`src/rtl/lcd_fill_sequencer.sv`:
```
// SPI LCD sequencer (ST7789-class, RGB565): panel reset pulse, fixed init command
// list, then full-screen colour fills served one at a time over a req/ack handshake.
module lcd_fill_sequencer #(
  parameter int unsigned CLK_DIV      = 4,
  parameter int unsigned RST_LOW_CYC  = 50000,
  parameter int unsigned RST_WAIT_CYC = 6000000,
  parameter int unsigned LCD_W        = 240,
  parameter int unsigned LCD_H        = 240
) (
  input  logic        clk,
  input  logic        rst,
  input  logic        fill_req,
  input  logic [15:0] fill_color,
  output logic        fill_ack,
  output logic        fill_done,
  output logic        busy,
  output logic        init_done,
  output logic        lcd_sclk,
  output logic        lcd_mosi,
  output logic        lcd_cs,
  output logic        lcd_dc,
  output logic        lcd_rst,
  output logic        lcd_blk
);

  localparam int unsigned DIV_W   = (CLK_DIV > 1) ? $clog2(CLK_DIV) : 1;
  localparam int unsigned CNT_MAX = (RST_LOW_CYC > RST_WAIT_CYC) ? RST_LOW_CYC : RST_WAIT_CYC;
  localparam int unsigned CNT_W   = $clog2(CNT_MAX + 1);
  localparam int unsigned PIX_TOT = LCD_W * LCD_H;
  localparam int unsigned PIX_W   = $clog2(PIX_TOT + 1);
  localparam int unsigned IDX_W   = 4;
  localparam int unsigned PH_W    = 5;
  localparam logic [15:0] W_MAX   = 16'(LCD_W - 1);
  localparam logic [15:0] H_MAX   = 16'(LCD_H - 1);

  typedef enum logic [2:0] {
    S_RST_LOW,
    S_RST_WAIT,
    S_INIT,
    S_IDLE,
    S_WIN,
    S_PIX,
    S_DONE
  } state_t;

  state_t             state;
  logic [CNT_W-1:0]   cnt;
  logic [IDX_W-1:0]   idx;
  logic               waiting;
  logic [15:0]        color;
  logic [PIX_W-1:0]   pix_cnt;
  logic               pix_lo;

  logic               eng_active;
  logic [PH_W-1:0]    phase;
  logic [DIV_W-1:0]   div;
  logic [7:0]         shreg;

  logic               start;
  logic [8:0]         tx_word;
  logic               eng_last;
  logic               wait_done;
  logic               wait_after;

  // Init command list as {dc, byte}
  function automatic logic [8:0] init_rom(input logic [IDX_W-1:0] i);
    case (i)
      4'd0:    init_rom = {1'b0, 8'h01};
      4'd1:    init_rom = {1'b0, 8'h11};
      4'd2:    init_rom = {1'b0, 8'h3A};
      4'd3:    init_rom = {1'b1, 8'h55};
      4'd4:    init_rom = {1'b0, 8'h36};
      4'd5:    init_rom = {1'b1, 8'h00};
      4'd6:    init_rom = {1'b0, 8'h21};
      4'd7:    init_rom = {1'b0, 8'h29};
      default: init_rom = {1'b0, 8'h00};
    endcase
  endfunction

  // Full-screen window set (CASET, RASET, RAMWR) as {dc, byte}
  function automatic logic [8:0] win_rom(input logic [IDX_W-1:0] i);
    case (i)
      4'd0:                   win_rom = {1'b0, 8'h2A};
      4'd1, 4'd2, 4'd6, 4'd7: win_rom = {1'b1, 8'h00};
      4'd3:                   win_rom = {1'b1, W_MAX[15:8]};
      4'd4:                   win_rom = {1'b1, W_MAX[7:0]};
      4'd5:                   win_rom = {1'b0, 8'h2B};
      4'd8:                   win_rom = {1'b1, H_MAX[15:8]};
      4'd9:                   win_rom = {1'b1, H_MAX[7:0]};
      default:                win_rom = {1'b0, 8'h2C};
    endcase
  endfunction

  assign eng_last   = eng_active && (phase == PH_W'(16)) && (div == DIV_W'(CLK_DIV - 1));
  assign wait_done  = (cnt == CNT_W'(RST_WAIT_CYC - 1));
  assign wait_after = (idx == IDX_W'(1)) || (idx == IDX_W'(2));

  // Next byte to launch; a byte starts on the edge that ends the previous gap or wait
  always_comb begin
    start   = 1'b0;
    tx_word = '0;
    case (state)
      S_RST_WAIT: begin
        tx_word = init_rom(idx);
        start   = wait_done;
      end
      S_INIT: begin
        tx_word = init_rom(idx);
        start   = (waiting && wait_done) ||
                  (eng_last && !wait_after && (idx != IDX_W'(8)));
      end
      S_IDLE: begin
        tx_word = win_rom(IDX_W'(0));
        start   = fill_req;
      end
      S_WIN: begin
        tx_word = (idx == IDX_W'(11)) ? {1'b1, color[15:8]} : win_rom(idx);
        start   = eng_last;
      end
      S_PIX: begin
        tx_word = pix_lo ? {1'b1, color[7:0]} : {1'b1, color[15:8]};
        start   = eng_last && (pix_lo || (pix_cnt != PIX_W'(PIX_TOT)));
      end
      default: begin
        start   = 1'b0;
        tx_word = '0;
      end
    endcase
  end

  // Byte engine: phases 0..15 alternate sclk low/high per bit, phase 16 is the cs-high gap
  always_ff @(posedge clk or posedge rst) begin
    if (rst) begin
      eng_active <= 1'b0;
      phase      <= '0;
      div        <= '0;
      shreg      <= '0;
      lcd_sclk   <= 1'b0;
      lcd_mosi   <= 1'b0;
      lcd_cs     <= 1'b1;
      lcd_dc     <= 1'b0;
    end else if (start) begin
      eng_active <= 1'b1;
      phase      <= '0;
      div        <= '0;
      shreg      <= tx_word[7:0];
      lcd_sclk   <= 1'b0;
      lcd_mosi   <= tx_word[7];
      lcd_cs     <= 1'b0;
      lcd_dc     <= tx_word[8];
    end else if (eng_active) begin
      if (div != DIV_W'(CLK_DIV - 1)) begin
        div <= div + DIV_W'(1);
      end else begin
        div <= '0;
        if (phase == PH_W'(16)) begin
          eng_active <= 1'b0;
        end else begin
          phase <= phase + PH_W'(1);
          if (phase == PH_W'(15)) begin
            lcd_sclk <= 1'b0;
            lcd_cs   <= 1'b1;
          end else if (phase[0]) begin
            lcd_sclk <= 1'b0;
            lcd_mosi <= shreg[6];
            shreg    <= {shreg[6:0], 1'b0};
          end else begin
            lcd_sclk <= 1'b1;
          end
        end
      end
    end
  end

  // Sequencer FSM; idx always points at the next byte of the current list
  always_ff @(posedge clk or posedge rst) begin
    if (rst) begin
      state     <= S_RST_LOW;
      cnt       <= '0;
      idx       <= '0;
      waiting   <= 1'b0;
      color     <= '0;
      pix_cnt   <= '0;
      pix_lo    <= 1'b0;
      lcd_rst   <= 1'b0;
      lcd_blk   <= 1'b0;
      busy      <= 1'b1;
      init_done <= 1'b0;
      fill_ack  <= 1'b0;
      fill_done <= 1'b0;
    end else begin
      fill_ack  <= 1'b0;
      fill_done <= 1'b0;
      case (state)
        S_RST_LOW: begin
          if (cnt == CNT_W'(RST_LOW_CYC - 1)) begin
            cnt     <= '0;
            lcd_rst <= 1'b1;
            state   <= S_RST_WAIT;
          end else begin
            cnt <= cnt + CNT_W'(1);
          end
        end
        S_RST_WAIT: begin
          if (wait_done) begin
            cnt   <= '0;
            idx   <= IDX_W'(1);
            state <= S_INIT;
          end else begin
            cnt <= cnt + CNT_W'(1);
          end
        end
        S_INIT: begin
          if (waiting) begin
            if (wait_done) begin
              waiting <= 1'b0;
              cnt     <= '0;
              idx     <= idx + IDX_W'(1);
            end else begin
              cnt <= cnt + CNT_W'(1);
            end
          end else if (eng_last) begin
            if (idx == IDX_W'(8)) begin
              init_done <= 1'b1;
              lcd_blk   <= 1'b1;
              busy      <= 1'b0;
              state     <= S_IDLE;
            end else if (wait_after) begin
              waiting <= 1'b1;
              cnt     <= '0;
            end else begin
              idx <= idx + IDX_W'(1);
            end
          end
        end
        S_IDLE: begin
          if (fill_req) begin
            fill_ack <= 1'b1;
            color    <= fill_color;
            busy     <= 1'b1;
            idx      <= IDX_W'(1);
            state    <= S_WIN;
          end
        end
        S_WIN: begin
          if (eng_last) begin
            if (idx == IDX_W'(11)) begin
              pix_cnt <= PIX_W'(1);
              pix_lo  <= 1'b1;
              state   <= S_PIX;
            end else begin
              idx <= idx + IDX_W'(1);
            end
          end
        end
        S_PIX: begin
          if (eng_last) begin
            if (pix_lo) begin
              pix_lo <= 1'b0;
            end else if (pix_cnt == PIX_W'(PIX_TOT)) begin
              fill_done <= 1'b1;
              state     <= S_DONE;
            end else begin
              pix_cnt <= pix_cnt + PIX_W'(1);
              pix_lo  <= 1'b1;
            end
          end
        end
        S_DONE: begin
          busy  <= 1'b0;
          state <= S_IDLE;
        end
        default: state <= S_RST_LOW;
      endcase
    end
  end

endmodule

```
`config.mk`:
```
export PLATFORM = sky130hd
export DESIGN_NAME = lcd_fill_sequencer
export DESIGN_NICKNAME = d
export VERILOG_FILES = /design/src/rtl/lcd_fill_sequencer.sv
export SDC_FILE = /design/constraint.sdc
export NUM_CORES = 1
export LEC_CHECK = 0
export BUFFER_PORTS_ARGS = -buffer_cell sky130_fd_sc_hd__buf_2
export CAP_MARGIN = 0
export CORE_UTILIZATION = 60
export CTS_CLUSTER_DIAMETER = 200
export DETAILED_ROUTE_END_ITERATION = 16
export PLACE_DENSITY = 0.76
export SETUP_SLACK_MARGIN = 0.2
export SLEW_MARGIN = 20
export SYNTH_ARGS = -nofsm -noshare
export SYNTH_HDL_FRONTEND = slang
export SYNTH_SLANG_ARGS = --single-unit
```
`constraint.sdc`:
```
create_clock -name clk -period 3.2 [get_ports clk]
set_input_delay 0 -clock clk [delete_from_list [all_inputs] [get_ports clk]]
set_output_delay 0 -clock clk [all_outputs]
set_load 0.005 [all_outputs]
```
==> flow_summary.yaml, run 1 <==
critical_path:
  path_max_fanout: 22
  startpoint_type: "flip-flop"
  crit_required_ns: 3.52
  crit_start: "phase[0]"
  r2r_end: "pix_cnt[8]"
  worst_r2r_path_depth: 9
  end_kind: "flip-flop"
  crit_type: "flip-flop to flip-flop"
  rr_startpoint: "phase[0]"
  r2r_slack_ns: 0.46
  arrival_ns: 3.06
sta:
  hold_slack_ns: 0.252
  worst_slack_ns: 0.464
  finalSetupViolCount: 0
  report.final.slew_viol_count: 0
  tns_ns: 0
  finalHoldViolCount: 0
  period_share_pct: 85.5
  grt_setup_unrepaired: "false"
  skew_ns: 0.0162
  slew_headroom_pct: 43.3
  timing.fmax_mhz: 365
  fin_crit_ns: 2.74
  worst_pin_slew_ns: 0.844
placed_design:
  dp_hpwl_um: 8760
  portBuffers: 28
  dp_slack_ns: 0.482
  place_congestion: 0.902
  placement.cell_area_sq_um: 5490
drt:
  ant_nets: 0
  via_count: 4454
  routed_wl_um: 12300
  vias_per_cell: 6.20
  drc: 0
  wl_per_cell_um: 17.1
  first_iter_violations: 278
  dr.pass1.iters: 5
floorplan:
  dieArea_sq_um: 9130
  ios: 29
  die_w_um: 95.6
  rows: 33
  die_h_um: 95.6
  start_util_pct: 63.0
  core_sq_um: 8340
yosys:
  synth_top_area_cell: "dfrtp_1"
  synth_nets: 598
  async_flop_share_pct: 100
  syn_area_per_cell_sq_um: 9.33
  yosysSeqAreaShare_pct: 42.0
  synth.area.mux_share_pct: 7.98
  syn_area_sq_um: 5250
  synth_xor_area_share_pct: 4.17
  yosysUniqueCellTypes: 73
  synth-warning-count: 0
  yosys.area_share.simple_pct: 25.0
  synth_compound_area_share_pct: 13.0
  ys_seq_elements: 88
  synth_edf_count: 0
  synth_top_area_share_pct: 41.0
  synth-adder-area-share_pct: 3.81
  synth_area_leaders: "dfrtp_1 (41%), nor2_1 (5.0%), mux2_2 (4.7%), ha_1 (3.8%), o21ai_0 (3.7%)"
  syn_inst: 563
  synth_top_family_by_area: "simple AND/OR/NAND/NOR gates"
  synthFlopType: "dfrtp_1"
global_route:
  grt_max_degree: 42
  met2_usage_pct: 49.1
  grtUsageMet1_pct: 36.7
  grt_pass1_wl_um: 20600
  grt_pass1_vias: 4430
  antenna_found_initial: 0
  met3_usage_pct: 5.82
  grt.overflow.total: 0
  grt_busiest_layer: "met2"
  grt_usage_pct: 29.5
cts:
  cts_setup_buffers: 0
  cts_buffers: 9
  clk_pin_slew_ns: 0.11
  cts_root_buf: "clkbuf_8"
  cts_tree: "built"
  clock-sinks: 88
  insertion_delay_ns: 0.37
  clockBufferDepth: 2
  htree_num_levels: 3
job:
  cap_violations: 0
pwr:
  powerDensity_nw_per_um2: 327
  vdd.ir_drop.worst_uv: 189
  leakagePower_nw: 2.62
finish:
  nNetsFinal: 643
  finish.utilization_pct: 70.2
  drive_above_1_share_pct: 17.5
  area_growth_pct: 11.5
  final_area_sq_um: 5860
  diodes: 0
run_status:
  status: "finished clean"
hold_path:
  worstHoldPathType: "primary input to async pin"
-- worst max path at each step --
stage                  to  slack (ns)  cells past startpoint
2_1_floorplan    state[0]        0.80                      9
3_3_place_gp     shreg[6]        0.55                      7
3_5_place_dp   pix_cnt[8]        0.48                      9
4_1_cts        pix_cnt[8]        0.39                      9
5_1_grt        pix_cnt[8]        0.31                      9
6_report       pix_cnt[8]        0.46                      9
-- report_power, final --
group	switching (W)	internal, W
clock	0.000456	0.000297
sequential	0	0.00111
combinational	0.0000276	0.0000238
total	0.000484	0.00143
-- metal layers --
metal,vias up,part of all wire (%)
li1,2118,-
met1,2142,43
met2,152,49
met3,42,5.3
met4,0,3.1
met5,-,0
-- placed cells by master (no fill, tap or decap), types with 3 or more instances in the layout --
cell type and count:
a21oi_1 22, a22o_1 5, a22oi_1 3, a31oi_1 3
and2_1 3, and3_1 12, buf_2 28, buf_4 12
clkbuf_8 9, dfrtp_1 86, dlygate4sd3_1 18, ha_1 16
inv_1 20, mux2_2 22, mux2i_1 16, nand2_1 38
nand2b_1 6, nand3_1 21, nand3b_1 3, nand4_1 18
nor2_1 69, nor2_2 3, nor2b_1 11, nor3_1 16
nor4_1 5, o211ai_1 3, o21ai_0 39, o22ai_1 4
o31ai_1 4, or2_2 6, or3_1 5, or4_1 4
xnor2_1 15, xor2_1 10
-- layout make-up --
type	count	area, sq um
clock buffer	9	124
clock inverter	7	60.1
fill	654	2480
inverter	21	80.1
multi-input combinational	430	2850
sequential	88	2200
tap	105	131
timing repair buffer	58	410
-- flip-flops by register name, indices dropped and copies added, names as in the netlist, 2 cells and up --
register and count:
div 2, shreg 7, state 3, color 16, phase 5, cnt 23, idx 4, pix_cnt 16
-- cell families (layout without fill, tap and decap cells) --
logic type	after synthesis	count (layout)
AO/OA/AOI/OAI	108	108
XOR/XNOR	25	25
adder cells (fa/ha/maj)	16	16
buffers and inverters	45	95
flip-flops	88	88
multiplexers	39	39
AND/OR/NAND/NOR	242	242
-- through the flow --
step / std cells / power, W
after CTS: 718 / 0.00193
final: 718 / 0.00192
after floorplan: 563 / 0.00115
after detailed placement: 684 / 0.00117
after global routing: 718 / 0.00198
after global placement: 684 / 0.00117
-- critical path, cell delays in order, from the launching register on --
cell and delay (ns):
dfrtp_1 0.46, inv_1 0.09, ha_1 0.15, nor4bb_1 0.32, buf_4 0.23, o2111ai_1 0.19, a211o_2 0.52, nand2b_4 0.23
or4_1 0.41, nand2_1 0.08
-- synthesized netlist by cell type, types with 12 or more instances --
cell,count
nand4_1,18
nand3_1,21
o21ai_0,39
dfrtp_1,86
nor2_1,70
nor3_1,16
nand2_1,38
ha_1,16
xnor2_1,15
a21oi_1,22
mux2_2,22
and3_1,12
mux2i_1,16
inv_1,21
-- repair_timing --
item	CTS	global route
gates resized for setup	0	2
endpoints found under the hold margin	56	0
endpoints found under the setup margin	0	3
hold buffers	18	0
Power figures use the tool's default switching activity.
==> run 2: changes to the inputs <==
Settings changed: REMOVE_ABC_BUFFERS from default to 1.
==> flow_summary.yaml, run 2 (synthesis results as in run 1) <==
critical_path:
  rr_startpoint: "phase[0]"
  worst_r2r_path_depth: 9
  worstSetupEndpoint: "state[0]"
  arrival_ns: 2.99
  path_max_fanout: 7
  crit_required_ns: 3.45
  r2r_end: "state[0]"
  startpoint_type: "flip-flop"
  crit_type: "flip-flop to flip-flop"
  crit_start: "phase[0]"
  r2r_slack_ns: 0.46
  end_kind: "flip-flop"
finish:
  diodes: 0
  ff_latch_area_sq_um: 2200
  nNetsFinal: 642
  largest_register: "cnt"
  area_growth_pct: 11.6
  largestRegisters: "cnt (23), color (16), pix_cnt (16)"
  drive_above_1_share_pct: 17.2
  fillCellCount: 673
  multi_input_area_sq_um: 2840
  finish.utilization_pct: 70.3
  layout_common_cells: "dfrtp_1 (86), nor2_1 (70), o21ai_0 (39)"
  largest_reg_flops: 23
  stdcell_count: 717
  layout_commonest_cell: "dfrtp_1"
  final_area_sq_um: 5860
sta:
  tns_ns: 0
  finalHoldViolCount: 0
  skew_ns: 0.0159
  report.final.slew_viol_count: 0
  finalSetupViolCount: 0
  slew_headroom_pct: 41.2
  hold_slack_ns: 0.257
  period_share_pct: 85.7
  grt_setup_unrepaired: "false"
  worst_pin_slew_ns: 0.882
  timing.fmax_mhz: 365
  fin_crit_ns: 2.74
floorplan:
  ios: 29
  dieArea_sq_um: 9130
  rows: 33
  die_w_um: 95.6
  die_h_um: 95.6
  core_sq_um: 8340
  start_util_pct: 63.0
global_route:
  grt_usage_pct: 27.8
  grt.overflow.total: 0
  grt_pass1_wl_um: 19500
  antenna_found_initial: 0
  grt_max_degree: 89
  grt_pass1_vias: 4178
placed_design:
  place_inst: 683
  portBuffers: 28
  dp_hpwl_um: 8300
  place_congestion: 0.946
  placement.cell_area_sq_um: 5490
cts:
  clockBufferDepth: 2
  cts_tree: "built"
  cts_buffers: 9
  insertion_delay_ns: 0.37
  clock-sinks: 88
  htree_num_levels: 3
  cts_root_buf: "clkbuf_8"
  clk_pin_slew_ns: 0.10
drt:
  via_count: 4308
  vias_per_cell: 6.01
  drc: 0
  first_iter_violations: 236
  wl_per_cell_um: 16.5
  ant_nets: 0
  dr.pass1.iters: 4
  routed_wl_um: 11800
run_status:
  status: "finished clean"
pwr:
  leakagePower_nw: 2.62
  vdd.ir_drop.worst_uv: 198
  powerDensity_nw_per_um2: 325
hold_path:
  worstHoldPathType: "primary input to async pin"
job:
  cap_violations: 0
[run 2: worst max-delay path, stage by stage (launching register included)]
cell,delay [ns]
dfrtp_1,0.46
inv_1,0.08
ha_1,0.14
nor4bb_1,0.34
buf_4,0.23
nand3_4,0.11
or4_4,0.51
o21ai_2,0.20
nor3b_2,0.21
mux2_1,0.34
[run 2: layout make-up]
type                    instances  share of cell area [%]
clock buffers                   9                    2.11
clock inverters                 7                    1.07
inverters                      21                    1.37
multi-input cells             430                    48.5
flip-flops and latches         88                    37.6
well taps                     105                    2.24
repair buffers                 57                    7.09
[run 2: worst min-delay path by stage]
stage	depth (start not counted)	slack, ns	from	end
2_1_floorplan	1	0.15	fill_color[0]	color[0]
3_3_place_gp	3	0.13	rst	cnt[19]
3_5_place_dp	3	0.14	rst	cnt[20]
4_1_cts	4	0.29	rst	cnt[12]
5_1_grt	4	0.31	rst	lcd_sclk
6_report	4	0.26	rst	cnt[19]
[run 2: what timing repair did]
item / in CTS / in global routing
setup endpoints to repair: 0 / 1
hold endpoints to repair: 103 / 0
resized for setup: 0 / 1
hold buffers: 18 / 0
setup buffers: 0 / 0
[run 2: through the flow]
stage	setup WS, ns	power, W
4_1_cts	0.407	0.00192
3_3_place_gp	0.567	0.00117
5_1_grt	0.242	0.00197
3_5_place_dp	0.453	0.00117
6_report	0.459	0.00191
2_1_floorplan	-0.475	0.00115
[run 2: layer usage]
layer,vias up,global-route usage (%),share of wire (%)
met4,0,12.2,2.5
met3,26,4.07,2.9
li1,2121,-,-
met1,2064,36.2,46
met5,-,0,0
met2,97,46.0,49
[run 2: where the power goes]
group / internal (W) / switching [W] / total (W)
Combinational: 0.0000247 / 0.0000271 / 0.0000518
Clock: 0.000297 / 0.000445 / 0.000742
Sequential: 0.00111 / 0 / 0.00111
==> run 3: changes to the inputs <==
Settings changed: CTS_BUF_LIST from default to sky130_fd_sc_hd__clkbuf_4 sky130_fd_sc_hd__clkbuf_8 sky130_fd_sc_hd__clkbuf_16, MAX_ROUTING_LAYER from default to met4.
==> flow_summary.yaml, run 3 (synthesis results as in run 1) <==
hold_path:
  worstHoldPathType: "primary input to async pin"
global_route:
  antenna_found_initial: 0
  grt_pass1_vias: 4230
  grt_usage_pct: 29.4
  grt_pass1_wl_um: 20000
  grt_max_degree: 89
  grt.overflow.total: 0
sta:
  report.final.slew_viol_count: 0
  skew_ns: 0.0134
  period_share_pct: 84.5
  worst_pin_slew_ns: 0.882
  finalSetupViolCount: 0
  worst_slack_ns: 0.496
  grt_setup_unrepaired: "false"
  slew_headroom_pct: 41.2
  fin_crit_ns: 2.70
  finalHoldViolCount: 0
  timing.fmax_mhz: 370
pwr:
  powerDensity_nw_per_um2: 370
  leakagePower_nw: 2.67
  vdd.ir_drop.worst_uv: 204
drt:
  drc: 0
  via_count: 4378
  dr.pass1.iters: 5
  first_iter_violations: 285
  ant_nets: 0
  wl_per_cell_um: 16.7
  routed_wl_um: 12000
  vias_per_cell: 6.11
finish:
  finish.utilization_pct: 71.3
  largest_register: "cnt"
  largest_reg_flops: 23
  drive_above_1_share_pct: 17.2
  diodes: 0
  nNetsFinal: 642
  area_growth_pct: 13.2
  layout_common_cells: "dfrtp_1 (86), nor2_1 (70), o21ai_0 (39)"
  multi_input_area_sq_um: 2840
  fillCellCount: 628
  layout_commonest_cell: "dfrtp_1"
  largestRegisters: "cnt (23), color (16), pix_cnt (16)"
  final_area_sq_um: 5950
  ff_latch_area_sq_um: 2200
critical_path:
  rr_startpoint: "phase[0]"
  end_kind: "flip-flop"
  r2r_end: "cnt[8]"
  r2r_slack_ns: 0.50
  crit_required_ns: 3.45
  path_max_fanout: 12
  crit_type: "flip-flop to flip-flop"
  worst_r2r_path_depth: 8
  crit_start: "phase[0]"
  arrival_ns: 2.95
  startpoint_type: "flip-flop"
floorplan:
  core_sq_um: 8340
  start_util_pct: 63.0
  ios: 29
  dieArea_sq_um: 9130
  die_w_um: 95.6
  rows: 33
  die_h_um: 95.6
cts:
  clockBufferDepth: 2
  clock-sinks: 88
  cts_buffers: 9
  cts_root_buf: "clkbuf_8"
  cts_tree: "built"
  clk_pin_slew_ns: 0.09
  cts_setup_buffers: 0
  insertion_delay_ns: 0.37
  htree_num_levels: 3
placed_design:
  dp_slack_ns: 0.501
  dp_hpwl_um: 8410
  placement.cell_area_sq_um: 5490
  portBuffers: 28
  place_congestion: 0.931
run_status:
  status: "finished clean"
job:
  cap_violations: 0
run 3: cell count changes in the layout (fill, tap and decap cells not counted):
| cell | change |
|---|---|
| inv_6 | +1 |
| clkinvlp_4 | -3 |
| clkinv_4 | -1 |
| inv_8 | -1 |
| bufinv_16 | +4 |
run 3: report_power, final:
group | switching (W) | leakage [nW] | total (W) | internal [W]
sequential | 0 | 1.17 | 0.00111 | 0.00111
combinational | 0.0000274 | 1.36 | 0.0000521 | 0.0000247
clock | 0.000430 | 0.136 | 0.00104 | 0.000608
run 3: critical path, cell delays in order, from the launching register on:
cell,delay [ns]
dfrtp_1,0.46
inv_1,0.07
ha_1,0.18
nor4bb_1,0.14
buf_4,0.17
and4bb_2,0.26
o22ai_1,0.69
nor2_1,0.26
a221o_1,0.35
run 3: final cells by class:
type | count | area share (%)
Clock inverter | 7 | 2.50
Inverter | 21 | 1.35
Multi-Input combinational cell | 430 | 47.8
Tap cell | 105 | 2.21
Clock buffer | 9 | 2.08
Sequential cell | 88 | 37.1
Timing Repair Buffer | 57 | 6.98
run 3: through the flow:
| step | total power, W | hold WS, ns | instances | TNS (ns) |
|---|---|---|---|---|
| after floorplan | 0.00115 | 0.152 | 539 | -5.15 |
| after global placement | 0.00117 | 0.132 | 683 | 0 |
| after detailed placement | 0.00117 | 0.136 | 683 | 0 |
| after CTS | 0.00222 | 0.285 | 717 | 0 |
| after global routing | 0.00227 | 0.328 | 717 | 0 |
| final | 0.00220 | 0.279 | 717 | 0 |
run 3: worst max-delay path by stage:
| stage | slack (ns) | endpoint | cells after the start |
|---|---|---|---|
| floorplan | -0.48 | lcd_dc | 6 |
| global placement | 0.56 | pix_cnt[8] | 9 |
| detailed placement | 0.50 | pix_cnt[8] | 9 |
| CTS | 0.46 | pix_cnt[8] | 9 |
| global route | 0.28 | state[0] | 9 |
| finish | 0.50 | cnt[8] | 8 |
run 3: per-layer routing:
layer | GRT usage [%] | wire length (um)
met1 | 37.5 | 5410
met2 | 48.2 | 5960
met3 | 4.47 | 409
met4 | 9.45 | 195
met5 | - | 0
run 3: what timing repair did:
action	in CTS	in global routing
gates resized for setup	0	1
hold buffers	18	0
endpoints found under the hold margin	103	0
setup endpoints to repair	0	1
